`src/rtl/alu_secure_pkg.sv`:
```
// Shared opcode definitions for the dual-lane secure ALU pipeline.
package alu_secure_pkg;
  localparam int OP_W = 3;

  typedef enum logic [OP_W-1:0] {
    OP_ADD = 3'b000,
    OP_SUB = 3'b001,
    OP_AND = 3'b010,
    OP_OR  = 3'b011,
    OP_XOR = 3'b100,
    OP_NOT = 3'b101,
    OP_SHL = 3'b110,
    OP_SHR = 3'b111
  } alu_op_e;
endpackage

```
`src/rtl/alu_core.sv`:
```
// Primary-lane combinational ALU: result plus carry/overflow flags.
module alu_core
  import alu_secure_pkg::*;
#(
  parameter int WIDTH = 8
) (
  input  logic [WIDTH-1:0] a,
  input  logic [WIDTH-1:0] b,
  input  logic [OP_W-1:0]  op,
  output logic [WIDTH-1:0] result,
  output logic             carry,
  output logic             overflow
);
  logic [WIDTH:0] sum_ext;
  logic [WIDTH:0] diff_ext;

  assign sum_ext  = {1'b0, a} + {1'b0, b};
  assign diff_ext = {1'b0, a} - {1'b0, b};

  always_comb begin
    result   = '0;
    carry    = 1'b0;
    overflow = 1'b0;
    case (alu_op_e'(op))
      OP_ADD: begin
        result   = sum_ext[WIDTH-1:0];
        carry    = sum_ext[WIDTH];
        overflow = (a[WIDTH-1] == b[WIDTH-1]) && (sum_ext[WIDTH-1] != a[WIDTH-1]);
      end
      OP_SUB: begin
        // Borrow out of the extended subtract is the inverse of "no borrow".
        result   = diff_ext[WIDTH-1:0];
        carry    = ~diff_ext[WIDTH];
        overflow = (a[WIDTH-1] != b[WIDTH-1]) && (diff_ext[WIDTH-1] != a[WIDTH-1]);
      end
      OP_AND: result = a & b;
      OP_OR:  result = a | b;
      OP_XOR: result = a ^ b;
      OP_NOT: result = ~a;
      OP_SHL: begin
        result = a << 1;
        carry  = a[WIDTH-1];
      end
      OP_SHR: begin
        result = a >> 1;
        carry  = a[0];
      end
      default: result = '0;
    endcase
  end
endmodule

```
`src/rtl/alu_secure_pipe.sv`:
```
// Two-stage ALU pipeline with an independent checker lane, sticky alarm,
// saturating mismatch counter and optional output lock while alarmed.
module alu_secure_pipe
  import alu_secure_pkg::*;
#(
  parameter int WIDTH         = 8,
  parameter int CNT_W         = 8,
  parameter int LOCK_ON_ALARM = 1
) (
  input  logic             clk,
  input  logic             rst_n,
  input  logic             in_valid,
  output logic             in_ready,
  input  logic [WIDTH-1:0] A,
  input  logic [WIDTH-1:0] B,
  input  logic [OP_W-1:0]  op,
  input  logic             inj_en,
  output logic             out_valid,
  input  logic             out_ready,
  output logic [WIDTH-1:0] result,
  output logic             carry,
  output logic             zero,
  output logic             overflow,
  output logic             alarm,
  input  logic             alarm_clr,
  output logic [CNT_W-1:0] mismatch_cnt
);
  localparam bit LOCK = (LOCK_ON_ALARM != 0);

  logic             s1_valid_q, s1_valid_d;
  logic [WIDTH-1:0] a_q, b_q;
  logic [OP_W-1:0]  op_q;
  logic             inj_q;
  logic             s2_valid_q, s2_valid_d;
  logic [WIDTH-1:0] res_q;
  logic             carry_q, zero_q, ovf_q;
  logic             alarm_q, alarm_d;
  logic [CNT_W-1:0] cnt_q, cnt_d;

  logic             s1_adv, accept, mismatch, lock;
  logic [WIDTH-1:0] pri_raw, pri_res;
  logic             pri_c, pri_v;
  logic [WIDTH-1:0] chk_res, chk_nb;
  logic             chk_c, chk_v;
  logic [WIDTH:0]   chk_add, chk_sub;

  assign s1_adv   = s1_valid_q && (!s2_valid_q || out_ready);
  assign in_ready = !s1_valid_q || s1_adv;
  assign accept   = in_valid && in_ready;

  alu_core #(.WIDTH(WIDTH)) u_pri (
    .a       (a_q),
    .b       (b_q),
    .op      (op_q),
    .result  (pri_raw),
    .carry   (pri_c),
    .overflow(pri_v)
  );

  assign pri_res = pri_raw ^ {{(WIDTH-1){1'b0}}, inj_q};

  // Checker lane uses a different formulation so a shared bug is unlikely.
  assign chk_nb  = ~b_q;
  assign chk_add = {1'b0, a_q} + {1'b0, b_q};
  assign chk_sub = {1'b0, a_q} + {1'b0, chk_nb} + (WIDTH+1)'(1);

  always_comb begin
    chk_res = '0;
    chk_c   = 1'b0;
    chk_v   = 1'b0;
    case (alu_op_e'(op_q))
      OP_ADD: begin
        chk_res = chk_add[WIDTH-1:0];
        chk_c   = chk_add[WIDTH];
        chk_v   = (a_q[WIDTH-1] ~^ b_q[WIDTH-1]) & (chk_add[WIDTH-1] ^ a_q[WIDTH-1]);
      end
      OP_SUB: begin
        chk_res = chk_sub[WIDTH-1:0];
        chk_c   = chk_sub[WIDTH];
        chk_v   = (a_q[WIDTH-1] ~^ chk_nb[WIDTH-1]) & (chk_sub[WIDTH-1] ^ a_q[WIDTH-1]);
      end
      OP_AND: chk_res = a_q & b_q;
      OP_OR:  chk_res = a_q | b_q;
      OP_XOR: chk_res = a_q ^ b_q;
      OP_NOT: chk_res = ~a_q;
      OP_SHL: begin
        chk_res = {a_q[WIDTH-2:0], 1'b0};
        chk_c   = a_q[WIDTH-1];
      end
      OP_SHR: begin
        chk_res = {1'b0, a_q[WIDTH-1:1]};
        chk_c   = a_q[0];
      end
      default: chk_res = '0;
    endcase
  end

  assign mismatch = s1_adv && ((pri_res != chk_res) || (pri_c != chk_c) || (pri_v != chk_v));

  always_comb begin
    s1_valid_d = s1_valid_q;
    s2_valid_d = s2_valid_q;
    alarm_d    = alarm_q;
    cnt_d      = cnt_q;
    if (in_ready) s1_valid_d = in_valid;
    if (s1_adv) s2_valid_d = 1'b1;
    else if (s2_valid_q && out_ready) s2_valid_d = 1'b0;
    // A fresh mismatch outranks a simultaneous clear.
    if (mismatch) begin
      alarm_d = 1'b1;
      if (alarm_clr) cnt_d = CNT_W'(1);
      else if (cnt_q != '1) cnt_d = cnt_q + CNT_W'(1);
    end else if (alarm_clr) begin
      alarm_d = 1'b0;
      cnt_d   = '0;
    end
  end

  always_ff @(posedge clk or negedge rst_n) begin
    if (!rst_n) begin
      s1_valid_q <= 1'b0;
      a_q        <= '0;
      b_q        <= '0;
      op_q       <= '0;
      inj_q      <= 1'b0;
      s2_valid_q <= 1'b0;
      res_q      <= '0;
      carry_q    <= 1'b0;
      zero_q     <= 1'b0;
      ovf_q      <= 1'b0;
      alarm_q    <= 1'b0;
      cnt_q      <= '0;
    end else begin
      s1_valid_q <= s1_valid_d;
      s2_valid_q <= s2_valid_d;
      alarm_q    <= alarm_d;
      cnt_q      <= cnt_d;
      if (accept) begin
        a_q   <= A;
        b_q   <= B;
        op_q  <= op;
        inj_q <= inj_en;
      end
      if (s1_adv) begin
        res_q   <= pri_res;
        carry_q <= pri_c;
        zero_q  <= (pri_res == '0);
        ovf_q   <= pri_v;
      end
    end
  end

  assign lock         = LOCK && alarm_q;
  assign out_valid    = s2_valid_q;
  assign result       = lock ? '0 : res_q;
  assign carry        = lock ? 1'b0 : carry_q;
  assign zero         = lock ? 1'b0 : zero_q;
  assign overflow     = lock ? 1'b0 : ovf_q;
  assign alarm        = alarm_q;
  assign mismatch_cnt = cnt_q;
endmodule

```
`config.mk`:
```
export PLATFORM = sky130hd
export DESIGN_NAME = alu_secure_pipe
export DESIGN_NICKNAME = d
export VERILOG_FILES = /design/src/rtl/alu_secure_pkg.sv /design/src/rtl/alu_core.sv /design/src/rtl/alu_secure_pipe.sv
export SDC_FILE = /design/constraint.sdc
export NUM_CORES = 1
export LEC_CHECK = 0
export ABC_AREA = 1
export CAP_MARGIN = 20
export CELL_PAD_IN_SITES_DETAIL_PLACEMENT = 0
export CELL_PAD_IN_SITES_GLOBAL_PLACEMENT = 2
export CORE_ASPECT_RATIO = 0.6
export CORE_UTILIZATION = 33
export DETAILED_ROUTE_END_ITERATION = 10
export PLACE_DENSITY = 0.91
export SETUP_SLACK_MARGIN = 0.1
export SYNTH_ARGS = -nofsm -noshare
export SYNTH_HDL_FRONTEND = slang
export SYNTH_SLANG_ARGS = --single-unit
```
`constraint.sdc`:
```
create_clock -name clk -period 4.35 [get_ports clk]
set_input_delay 0.435 -clock clk [delete_from_list [all_inputs] [get_ports clk]]
set_output_delay 0.435 -clock clk [all_outputs]
set_load 0.02 [all_outputs]
```
==> Flow_metrics.wiki <==
{| class="wikitable"
! Metric !! Value
|-
| Residual DRC || 0
|-
| Share of the core filled with cells in the final layout || 42.6%
|-
| Sequential element share of the synthesized area || 32.3%
|-
| Post-synthesis instance total || 470
|-
| Fin nets || 562
|-
| Commonest cells in the synthesized netlist || sky130_fd_sc_hd__nand2_1 (101), sky130_fd_sc_hd__nor2_1 (81), sky130_fd_sc_hd__inv_1 (62)
|-
| CTS tree || yes
|-
| Yosys top cell by area || sky130_fd_sc_hd__dfrtp_1
|-
| Hold path depth || 2
|-
| Required time at the worst-slack endpoint || 4.49 ns
|-
| Worst voltage drop across the vdd grid || 0.145 mV
|-
| Setup slack of the worst register-to-register path || 2.11 ns
|-
| # rows || 27
|-
| Achievable Freq || 0.446 GHz
|-
| Detailed placer's ending HPWL || 7.15 mm
|-
| Routability congestion estimate from global placement || 0.911
|-
| Clock root buffer master || sky130_fd_sc_hd__clkbuf_16
|-
| CP Max Fanout || 8
|-
| Clock buffer count from CTS || 5
|-
| Critical path class || flop to flop
|-
| Worst Clk Skew || 0.00715 ns
|-
| Worst setup slack after placement || 1.88 ns
|-
| Die Y || 78.9 um
|-
| Largest cells by area after synthesis || sky130_fd_sc_hd__dfrtp_1 (32%), sky130_fd_sc_hd__nand2_1 (12%), sky130_fd_sc_hd__ha_1 (9.6%)
|-
| Share of the clock period used by the worst path after layout || 51.5%
|-
| Setup tns final || 0 ns
|-
| Post-CTS sizing || 0
|-
| Data arrival time at the worst-slack endpoint || 2.38 ns
|-
| Number of warnings reported in the yosys synthesis log || 0
|-
| Core Area || 0.00936 mm2
|-
| Wire length of the first global-routing pass || 14.7 mm
|-
| Depth of the worst register-to-register path || 8
|-
| Post-Synthesis Mean Instance Area || 6.92 um2
|-
| Cell area power density || 447 mW/mm2
|-
| Most repeated cell in the gate-level netlist after synthesis || sky130_fd_sc_hd__nand2_1
|-
| Async set-or-reset flop fraction in the synthesized netlist || 100%
|-
| CTS Buffer Depth || 2
|-
| Minimum clock period || 2.24 ns
|-
| Final Max Tran Viols || 0
|-
| Transition time at the pin with the least slew margin || 0.619 ns
|-
| Clock sink count || 42
|-
| Drt via density || 4.85
|-
| All-Layer GR Usage || 19.1%
|-
| R2r endpoint || res_q[7]$_DFFE_PN0P_
|-
| Count of final hold-check violations || 0
|-
| Mapped Nets || 522
|-
| Vias || 3104
|-
| Overall routed net length || 8.99 mm
|-
| I/O pin total || 47
|-
| Worst slew margin || 58.7%
|-
| Number of enable-type register cells in the synthesized netlist || 0
|-
| Number of violations reported at the end of detailed-routing iteration 0 || 247
|-
| Endpoint of the worst hold-timing path || carry_q$_DFFE_PN0P_
|-
| Post-synth cell types || 36
|-
| Status || completed
|-
| Number of nets with antenna violations after detailed routing || 0
|-
| Antenna diode count || 0
|-
| CP Capture Type || flop
|-
| Max-cap check violation count || 0
|-
| WL per Instance || 14.0 um
|-
| First-pass iteration count of the detailed router || 5
|-
| Setup-failing EPs final || 0
|-
| Die X || 130 um
|-
| Source-to-sink clock delay at the later pin of the worst-skew pair || 0.29 ns
|-
| Startpoint type of the worst setup path || flop
|-
| Die Outline Area || 0.0103 mm2
|-
| Post-Layout Inst Area || 0.00398 mm2
|-
| Synth top area share || 32.3%
|-
| Antenna violations before repair || 0
|-
| Port-buffer cells || 46
|-
| Worst setup margin || 2.11 ns
|-
| Mapped cell area || 0.00325 mm2
|-
| Post-synth top flop || sky130_fd_sc_hd__dfrtp_1
|-
| Effective utilization at floorplan || 34.8%
|-
| Unrepaired setup endpoints after global routing || no
|-
| P_leak || 1.94 nW
|-
| Reg-to-reg critical path startpoint || a_q[7]$_DFFE_PN0P_
|-
| Clock H-tree levels || 2
|-
| Clock-pin transition on the worst setup and hold timing paths || 0.06 ns
|-
| Via count of the first global-routing pass || 2801
|-
| Placed cell area || 0.00378 mm2
|-
| Largest net degree at the start of global routing || 43
|-
| Flip-flop and latch count after synthesis || 42
|-
| Start point of the worst hold path || carry_q$_DFFE_PN0P_
|-
| Fraction of layout instances using a drive strength above 1 || 5.88%
|-
| Total power consumption of the routed design || 1.78 mW
|-
| Overflow left after global routing || 0
|-
| Worst Hold Class || flop to flop
|-
| Area delta synth->final || 22.5%
|}
==> metal layers <==
layer	global-route usage [%]	vias to the layer above	part of all wire, %
met2	23.7	109	36
met4	4.77	0	1.0
met5	0	-	0
li1	-	1577	-
met3	4.38	10	8.1
met1	31.5	1408	55
==> kinds of logic (layout without fill, tap and decap cells) <==
group / Yosys count / after routing / share of synthesized area, %
and+or+nand+nor: 240 / 240 / 32.8
AOI/OAI and AO/OA: 75 / 75 / 12.6
buffers and inverters: 85 / 125 / 11.2
DFF: 42 / 42 / 32.3
xor gates and xnor gates: 1 / 1 / 0.269
adders and majority gates: 27 / 27 / 10.9
==> worst max-delay path: stages, from the launching register on <==
cell                      delay (ns)
sky130_fd_sc_hd__dfrtp_1        0.51
sky130_fd_sc_hd__inv_1          0.17
sky130_fd_sc_hd__ha_1           0.45
sky130_fd_sc_hd__o21ai_0        0.21
sky130_fd_sc_hd__nand2_1        0.08
sky130_fd_sc_hd__nor3_1         0.40
sky130_fd_sc_hd__nand2_1        0.10
sky130_fd_sc_hd__nand2_1        0.10
sky130_fd_sc_hd__o21ai_0        0.07
==> stage by stage <==
step	std cells	hold WS (ns)
global route	640	0.501
global placement	631	0.472
floorplan	470	0.139
detailed placement	631	0.476
finish	640	0.484
CTS	638	0.350
==> layout make-up <==
cell class,instances,area [um2]
Sequential cell,42,1050
Clock inverter,1,30.0
Clock buffer,6,139
Inverter,69,272
Timing Repair Buffer,49,493
Fill cell,976,5370
Multi-Input combinational cell,343,1840
Tap cell,130,163
==> placed cells by master, fill, tap and decap left out, types with 2 or more instances in the layout <==
| cell type | netlist | routed |
|---|---|---|
| sky130_fd_sc_hd__a21oi_1 | 35 | 35 |
| sky130_fd_sc_hd__clkbuf_16 | 0 | 5 |
| sky130_fd_sc_hd__clkdlybuf4s50_1 | 0 | 45 |
| sky130_fd_sc_hd__dfrtp_1 | 42 | 42 |
| sky130_fd_sc_hd__fa_1 | 2 | 2 |
| sky130_fd_sc_hd__ha_1 | 25 | 25 |
| sky130_fd_sc_hd__inv_1 | 62 | 62 |
| sky130_fd_sc_hd__inv_2 | 4 | 4 |
| sky130_fd_sc_hd__inv_6 | 2 | 2 |
| sky130_fd_sc_hd__nand2_1 | 101 | 101 |
| sky130_fd_sc_hd__nand2_2 | 2 | 2 |
| sky130_fd_sc_hd__nand3_1 | 35 | 35 |
| sky130_fd_sc_hd__nand3_2 | 2 | 2 |
| sky130_fd_sc_hd__nand3_4 | 3 | 3 |
| sky130_fd_sc_hd__nand4_1 | 7 | 7 |
| sky130_fd_sc_hd__nor2_1 | 81 | 81 |
| sky130_fd_sc_hd__nor2_2 | 2 | 2 |
| sky130_fd_sc_hd__nor3_1 | 2 | 2 |
| sky130_fd_sc_hd__o211ai_1 | 3 | 3 |
| sky130_fd_sc_hd__o21a_1 | 2 | 2 |
| sky130_fd_sc_hd__o21ai_0 | 29 | 29 |
| sky130_fd_sc_hd__o22ai_1 | 3 | 3 |
==> how the worst max path moves through the flow <==
| stage | from | endpoint | slack [ns] | cells past startpoint |
|---|---|---|---|---|
| 6_report | a_q[7]$_DFFE_PN0P_ | res_q[7]$_DFFE_PN0P_ | 2.11 | 8 |
| 2_1_floorplan | a_q[0]$_DFFE_PN0P_ | zero_q$_DFFE_PN0P_ | 2.50 | 15 |
| 3_3_place_gp | out_ready | mismatch_cnt[5]$_DFFE_PN0P_ | 1.91 | 11 |
| 4_1_cts | a_q[0]$_DFFE_PN0P_ | zero_q$_DFFE_PN0P_ | 2.13 | 14 |
| 3_5_place_dp | out_ready | mismatch_cnt[5]$_DFFE_PN0P_ | 1.88 | 11 |
| 5_1_grt | a_q[0]$_DFFE_PN0P_ | zero_q$_DFFE_PN0P_ | 1.89 | 14 |
==> sequential cells by signal (all words and copies together) (netlist names) <==
name and flops:
a_q 8, alarm 1, b_q 8, carry_q 1
inj_q 1, mismatch_cnt 8, op_q 3, out_valid 1
ovf_q 1, res_q 8, s1_valid_q 1, zero_q 1
==> report_power, final <==
group,switching [mW],internal (mW),total [mW]
sequential,0.0838,0.469,0.553
combinational,0.493,0.295,0.788
clock,0.156,0.283,0.439
total,0.733,1.05,1.78
==> repair_timing <==
action,CTS,global route
buffers inserted,0,0
hold buffers,0,1
endpoints found under the hold margin,0,5
Note: power is estimated with default switching activity, not from simulation.
